File: config.mk
export PLATFORM = sky130hd
export DESIGN_NAME = fpu_sequencer
export DESIGN_NICKNAME = d
export VERILOG_FILES = /design/src/rtl/fpu_pkg.sv /design/src/rtl/fpu_req_fifo.sv /design/src/rtl/fpu_sequencer.sv
export SDC_FILE = /design/constraint.sdc
export NUM_CORES = 1
export LEC_CHECK = 0
export ABC_CLOCK_PERIOD_IN_PS = 3100
export CAP_MARGIN = 20
export CORE_AREA = 2 2 144 146
export CTS_BUF_LIST = sky130_fd_sc_hd__clkbuf_4
export DETAILED_ROUTE_END_ITERATION = 12
export DIE_AREA = 0 0 146 148
export HOLD_SLACK_MARGIN = 0.15
export PLACE_DENSITY = 0.72
export SETUP_SLACK_MARGIN = 0.02
export SLEW_MARGIN = 20
export SYNTH_ARGS = -nofsm -noshare
export SYNTH_HDL_FRONTEND = slang
export SYNTH_SLANG_ARGS = --single-unit
File: constraint.sdc
create_clock -name clk -period 3.1 [get_ports clk]
set_clock_uncertainty 0.2 [all_clocks]
set_input_delay 0.62 -clock clk [delete_from_list [all_inputs] [get_ports clk]]
set_output_delay 0.62 -clock clk [all_outputs]
set_load 0.02 [all_outputs]
File: src/rtl/fpu_pkg.sv
`default_nettype none
// +----------------------------------------------------------------------+
// | fpu_pkg : shared op encoding, sequencer states and operand widths.    |
// | Rev 1.0                                                               |
// +----------------------------------------------------------------------+
package fpu_pkg;
    localparam int FP_W  = 16;
    localparam int OP_W  = 2;
    localparam int REQ_W = OP_W + 2 * FP_W;

    typedef enum logic [1:0] {
        OP_ADD = 2'd0,
        OP_SUB = 2'd1,
        OP_MUL = 2'd2,
        OP_DIV = 2'd3
    } fpu_op_e;

    typedef enum logic [1:0] {
        ST_IDLE = 2'd0,
        ST_WAIT = 2'd1,
        ST_DONE = 2'd2
    } seq_state_e;
endpackage
`default_nettype wire

File: src/rtl/fpu_req_fifo.sv
`default_nettype none
// +----------------------------------------------------------------------+
// | fpu_req_fifo : circular request queue, DEPTH entries of WIDTH bits.   |
// | Rev 1.0                                                               |
// +----------------------------------------------------------------------+
module fpu_req_fifo #(
    parameter int DEPTH = 4,
    parameter int WIDTH = 34
) (
    input  logic                         clk,
    input  logic                         reset,
    input  logic                         push_i,
    input  logic [WIDTH-1:0]             data_i,
    input  logic                         pop_i,
    output logic [WIDTH-1:0]             data_o,
    output logic                         full_o,
    output logic                         empty_o,
    output logic [$clog2(DEPTH+1)-1:0]   count_o
);
    localparam int PTR_W = $clog2(DEPTH);
    localparam int CNT_W = $clog2(DEPTH + 1);

    logic [WIDTH-1:0] mem_q [DEPTH];
    logic [PTR_W-1:0] wr_ptr_q;
    logic [PTR_W-1:0] rd_ptr_q;
    logic [CNT_W-1:0] count_q;
    logic             w_push;
    logic             w_pop;

    assign full_o  = (count_q == CNT_W'(DEPTH));
    assign empty_o = (count_q == '0);
    assign count_o = count_q;
    assign data_o  = mem_q[rd_ptr_q];
    assign w_push  = push_i && !full_o;
    assign w_pop   = pop_i && !empty_o;

    // DEPTH is a power of two, so pointer overflow is the modulo wrap.
    always_ff @(posedge clk or posedge reset) begin
        if (reset) begin
            wr_ptr_q <= '0;
            rd_ptr_q <= '0;
            count_q  <= '0;
        end else begin
            if (w_push) wr_ptr_q <= wr_ptr_q + PTR_W'(1);
            if (w_pop)  rd_ptr_q <= rd_ptr_q + PTR_W'(1);
            count_q <= count_q + CNT_W'(w_push) - CNT_W'(w_pop);
        end
    end

    always_ff @(posedge clk) begin
        if (w_push) mem_q[wr_ptr_q] <= data_i;
    end
endmodule
`default_nettype wire

File: src/rtl/fpu_sequencer.sv
`default_nettype none
// +----------------------------------------------------------------------+
// | fpu_sequencer : queues FPU requests, issues them one at a time and    |
// | holds each result until the consumer accepts it. Rev 1.0              |
// +----------------------------------------------------------------------+
module fpu_sequencer
    import fpu_pkg::*;
#(
    parameter int DEPTH   = 4,
    parameter int LATENCY = 2
) (
    input  logic            clk,
    input  logic            reset,
    input  logic            in_valid,
    output logic            in_ready,
    input  logic [FP_W-1:0] in_opA,
    input  logic [FP_W-1:0] in_opB,
    input  logic [1:0]      in_op,
    output logic [FP_W-1:0] fpu_opA,
    output logic [FP_W-1:0] fpu_opB,
    output logic [1:0]      fpu_op,
    input  logic [FP_W-1:0] fpu_result,
    input  logic [3:0]      fpu_flags,
    input  logic            fpu_overflow,
    input  logic            fpu_underflow,
    input  logic            fpu_inexact,
    output logic            out_valid,
    input  logic            out_ready,
    output logic [FP_W-1:0] out_result,
    output logic [3:0]      out_flags,
    output logic            sticky_ovf,
    output logic            sticky_unf,
    output logic            sticky_inx,
    input  logic            clr_sticky,
    output logic            busy
);
    localparam int         CNT_W = $clog2(DEPTH + 1);
    localparam logic [2:0] LAT_C = 3'(LATENCY);

    logic [REQ_W-1:0] w_req;
    logic [REQ_W-1:0] w_head;
    logic             w_full;
    logic             w_empty;
    logic [CNT_W-1:0] w_count;
    logic             w_push;
    logic             w_issue;
    logic             w_capture;

    seq_state_e       state_q;
    logic [2:0]       cnt_q;
    logic [FP_W-1:0]  opA_q;
    logic [FP_W-1:0]  opB_q;
    fpu_op_e          op_q;
    logic             out_valid_q;
    logic [FP_W-1:0]  result_q;
    logic [3:0]       flags_q;
    logic             sticky_ovf_q;
    logic             sticky_unf_q;
    logic             sticky_inx_q;

    assign w_req     = {in_op, in_opA, in_opB};
    assign w_push    = in_valid && !w_full;
    assign in_ready  = (w_count < CNT_W'(DEPTH));
    // A DONE-state handshake frees the FPU on the same edge as the next issue.
    assign w_issue   = !w_empty &&
                       ((state_q == ST_IDLE) || ((state_q == ST_DONE) && out_ready));
    assign w_capture = (state_q == ST_WAIT) && (cnt_q == 3'd0);

    fpu_req_fifo #(
        .DEPTH (DEPTH),
        .WIDTH (REQ_W)
    ) u_fifo (
        .clk     (clk),
        .reset   (reset),
        .push_i  (w_push),
        .data_i  (w_req),
        .pop_i   (w_issue),
        .data_o  (w_head),
        .full_o  (w_full),
        .empty_o (w_empty),
        .count_o (w_count)
    );

    always_ff @(posedge clk or posedge reset) begin
        if (reset) begin
            state_q      <= ST_IDLE;
            cnt_q        <= 3'd0;
            opA_q        <= '0;
            opB_q        <= '0;
            op_q         <= OP_ADD;
            out_valid_q  <= 1'b0;
            result_q     <= '0;
            flags_q      <= 4'd0;
            sticky_ovf_q <= 1'b0;
            sticky_unf_q <= 1'b0;
            sticky_inx_q <= 1'b0;
        end else begin
            if (w_issue) begin
                op_q  <= fpu_op_e'(w_head[REQ_W-1 -: OP_W]);
                opA_q <= w_head[2*FP_W-1 -: FP_W];
                opB_q <= w_head[FP_W-1:0];
                cnt_q <= LAT_C;
            end
            case (state_q)
                ST_IDLE: begin
                    if (w_issue) state_q <= ST_WAIT;
                end
                ST_WAIT: begin
                    if (cnt_q != 3'd0) begin
                        cnt_q <= cnt_q - 3'd1;
                    end else begin
                        result_q    <= fpu_result;
                        flags_q     <= fpu_flags;
                        out_valid_q <= 1'b1;
                        state_q     <= ST_DONE;
                    end
                end
                ST_DONE: begin
                    if (out_ready) begin
                        out_valid_q <= 1'b0;
                        state_q     <= w_issue ? ST_WAIT : ST_IDLE;
                    end
                end
                default: state_q <= ST_IDLE;
            endcase
            // A capture coinciding with a clear keeps the newly captured flags.
            sticky_ovf_q <= (sticky_ovf_q && !clr_sticky) || (w_capture && fpu_overflow);
            sticky_unf_q <= (sticky_unf_q && !clr_sticky) || (w_capture && fpu_underflow);
            sticky_inx_q <= (sticky_inx_q && !clr_sticky) || (w_capture && fpu_inexact);
        end
    end

    assign fpu_opA    = opA_q;
    assign fpu_opB    = opB_q;
    assign fpu_op     = op_q;
    assign out_valid  = out_valid_q;
    assign out_result = result_q;
    assign out_flags  = flags_q;
    assign sticky_ovf = sticky_ovf_q;
    assign sticky_unf = sticky_unf_q;
    assign sticky_inx = sticky_inx_q;
    assign busy       = (state_q != ST_IDLE) || !w_empty;
endmodule
`default_nettype wire
==> flow_summary.json <==
{
  "status": "complete, no violations",
  "hold_start": "out_valid",
  "dpl_cell_area_um2": 9490,
  "fin_nets": 608,
  "rsz0062_at_grt": "no",
  "fp-row-count": 52,
  "synth-seq-cells": 206,
  "path_buf_inv": 1,
  "core_um2": 20000,
  "netlist_instances": 368,
  "crit_family": "buffers and inverters",
  "max_slew_margin_pct": 38.6,
  "cp_num_cells": 3,
  "crit_path_end": "busy",
  "power_leakage_nw": 3.78,
  "synth_ff_type": "edfxtp_1",
  "cts_tree": "done",
  "cts.clk_slew.worst_paths_ns": 0.07,
  "grt_use_total_pct": 14.0,
  "dp.cells": 752,
  "cts_sinks": 206,
  "r2r_cells": 8,
  "io_pins": 122,
  "synthArstFlopShare_pct": 34.0,
  "min_period_ns": 2.78,
  "critical_path_arrival_ns": 1.96,
  "tightestPinTransition_ns": 0.921,
  "synth-seq-area-share_pct": 73.6,
  "fin_ws_ns": 0.323,
  "rrSetupSlack_ns": 0.85,
  "dp_slack_ns": 0.177,
  "antenna_found_initial": 1,
  "portBuffers": 121,
  "dieArea_um2": 21600,
  "drtIter0Drc": 139,
  "wl_per_cell_um": 17.5,
  "powerDensity_nw_per_um2": 1020,
  "synth_nets": 439,
  "ant_nets": 0,
  "place_hpwl_um": 9010,
  "fin_hold_ws_ns": 0.288,
  "crit_chain": "nor3_4, nand2_1, clkdlybuf4s50_1",
  "r2r_end": "u_fifo.count_o[2]",
  "slowest_delay_ns": 0.54,
  "synth_area_leaders": "edfxtp_1 (51%), dfrtp_1 (22%), mux4_2 (8.0%)",
  "fin_tns_setup_ns": 0,
  "synth_top_area_share_pct": 51.5,
  "htreeDepth": 2,
  "yosys_warnings": 0,
  "wl_met3_um": 986,
  "fmax_ghz": 0.360,
  "grt_pass1_wl_um": 23300,
  "drt_first_pass_iters": 4,
  "highest_layer": "met4",
  "vias_per_cell": 4.71,
  "final_util_pct": 50.7,
  "cp_slowest_cell": "clkdlybuf4s50_1",
  "syn2layout_area_growth_pct": 28.1,
  "grt_max_degree": 38,
  "yosys.area.top_type": "edfxtp_1",
  "worstSetupStartpoint": "u_fifo.count_o[1]",
  "routed-wl-met2_um": 7390,
  "vias": 3988,
  "yosys-top-cells-count": "edfxtp_1 (136), dfrtp_1 (70), mux2_4 (28), mux4_2 (28), mux2_2 (27)",
  "post-route-period-util_pct": 89.6,
  "setup_viol": 0,
  "yosysMostFrequentCell": "edfxtp_1",
  "synth_cell_types": 37,
  "synth_area_um2": 7930,
  "cts_root_buf": "clkbuf_4",
  "r2r_start": "u_fifo.count_o[1]",
  "grt_pass1_vias": 4361,
  "drv_slew": 0,
  "chipWidth_um": 146,
  "cp-end-kind": "output port",
  "vdd_drop_max_mv": 0.356,
  "final_area_um2": 10200,
  "clock_path_buffers": 3,
  "worstHoldPathType": "reg -> reg",
  "drc_errors": 0,
  "crit_type": "reg -> out",
  "cp_max_fo": 4,
  "critPathRequiredTime_ns": 2.28,
  "routed_wl_um": 14900,
  "finalNonFillerCells": 847,
  "finalPower_mw": 10.4,
  "grt-ovfl-total": 0,
  "synth_edf_count": 136,
  "gp_congestion": 0.690,
  "num-fill-cells": 1687,
  "hold_viol_final": 0,
  "max-cap-violations": 0,
  "layout-drive-gt1-share_pct": 32.5,
  "fp.dieH_um": 148,
  "crit_path_start_kind": "flip-flop",
  "cts_buffers": 52,
  "start_util_pct": 39.6,
  "wl_met1_um": 6290,
  "insertion_delay_ns": 0.64,
  "synth_area_per_cell_um2": 21.6,
  "cts_resized": 0
}
## flip-flops by register name, summed over array words and instances, names as in the netlist
| signal | cells |
|---|---|
| state_q | 2 |
| out_result | 16 |
| u_fifo.wr_ptr_q | 2 |
| sticky_ovf | 1 |
| sticky_unf | 1 |
| fpu_op | 2 |
| u_fifo.count_o | 3 |
| out_valid | 1 |
| u_fifo.mem_q | 136 |
| sticky_inx | 1 |
| cnt_q | 3 |
| fpu_opB | 16 |
| u_fifo.rd_ptr_q | 2 |
| fpu_opA | 16 |
| out_flags | 4 |
## timing repair
| item | CTS | global route |
|---|---|---|
| setup buffers | 0 | 0 |
| hold endpoints to repair | 26 | 0 |
| hold buffers | 1 | 0 |
## report_power, final
part           internal (mW)  switching (mW)  leakage, nW
combinational           2.17            1.67         1.32
clock                   1.20            1.01        0.400
sequential              3.82           0.531         2.07
total                   7.19            3.21         3.78
## cells by family (layout without fill, tap and decap cells)
group	Yosys count	in the layout	share of synthesized area (%)
AOI/OAI and AO/OA	11	11	1.01
xor gates and xnor gates	5	5	0.552
adders and majority gates	9	9	1.51
buffers and inverters	26	234	2.35
DFF	206	206	73.6
muxes	89	89	19.1
other	0	1	0
and+or+nand+nor	22	22	1.92
## cells in the final DEF, fill, tap and decap left out, types with 2 or more instances in the layout
master           synthesis  layout
edfxtp_1               136     136
clkdlybuf4s50_1          0     121
clkbuf_4                 0      82
dfrtp_1                 70      68
mux4_2                  28      28
mux2_4                  28      28
mux2_2                  27      27
inv_1                   11      10
ha_1                     8       8
clkinv_1                 0       7
mux4_1                   6       6
buf_12                   3       6
and2_2                   0       4
clkinv_2                 0       4
xnor2_1                  3       3
nand2b_1                 3       3
o21ai_0                  3       3
a22o_1                   3       3
nor3_4                   1       2
xor2_1                   2       2
nor2b_1                  2       2
nand3_1                  2       2
nand2_1                  2       2
nand3b_1                 2       2
buf_4                    3       2
dfrtp_2                  0       2
## worst min path at each step
stage                endpoint  slack (ns)  depth (start not counted)
finish              out_valid        0.29                          1
floorplan            cnt_q[2]        0.32                          2
global placement    out_valid        0.26                          1
CTS                 out_valid        0.29                          1
detailed placement  out_valid        0.28                          1
global route        out_valid        0.30                          1
## per-layer routing
| metal | up-vias | GRT usage, % |
|---|---|---|
| met3 | 23 | 5.03 |
| met4 | 0 | 3.79 |
| met1 | 2011 | 17.1 |
| met2 | 136 | 23.7 |
| met5 | - | 0 |
| li1 | 1818 | - |
## area by class of cell
type | instances | area, um2 | share of cell area (%)
sequential | 206 | 5840 | 57.4
multi-input combinational | 136 | 1920 | 18.9
timing repair buffer | 130 | 1360 | 13.3
clock buffer | 82 | 616 | 6.06
tap | 270 | 338 | 3.32
clock inverter | 11 | 48.8 | 0.480
inverter | 11 | 42.5 | 0.419
antenna | 1 | 2.50 | 0.0246
No activity file was read; power rests on OpenSTA's default activity.
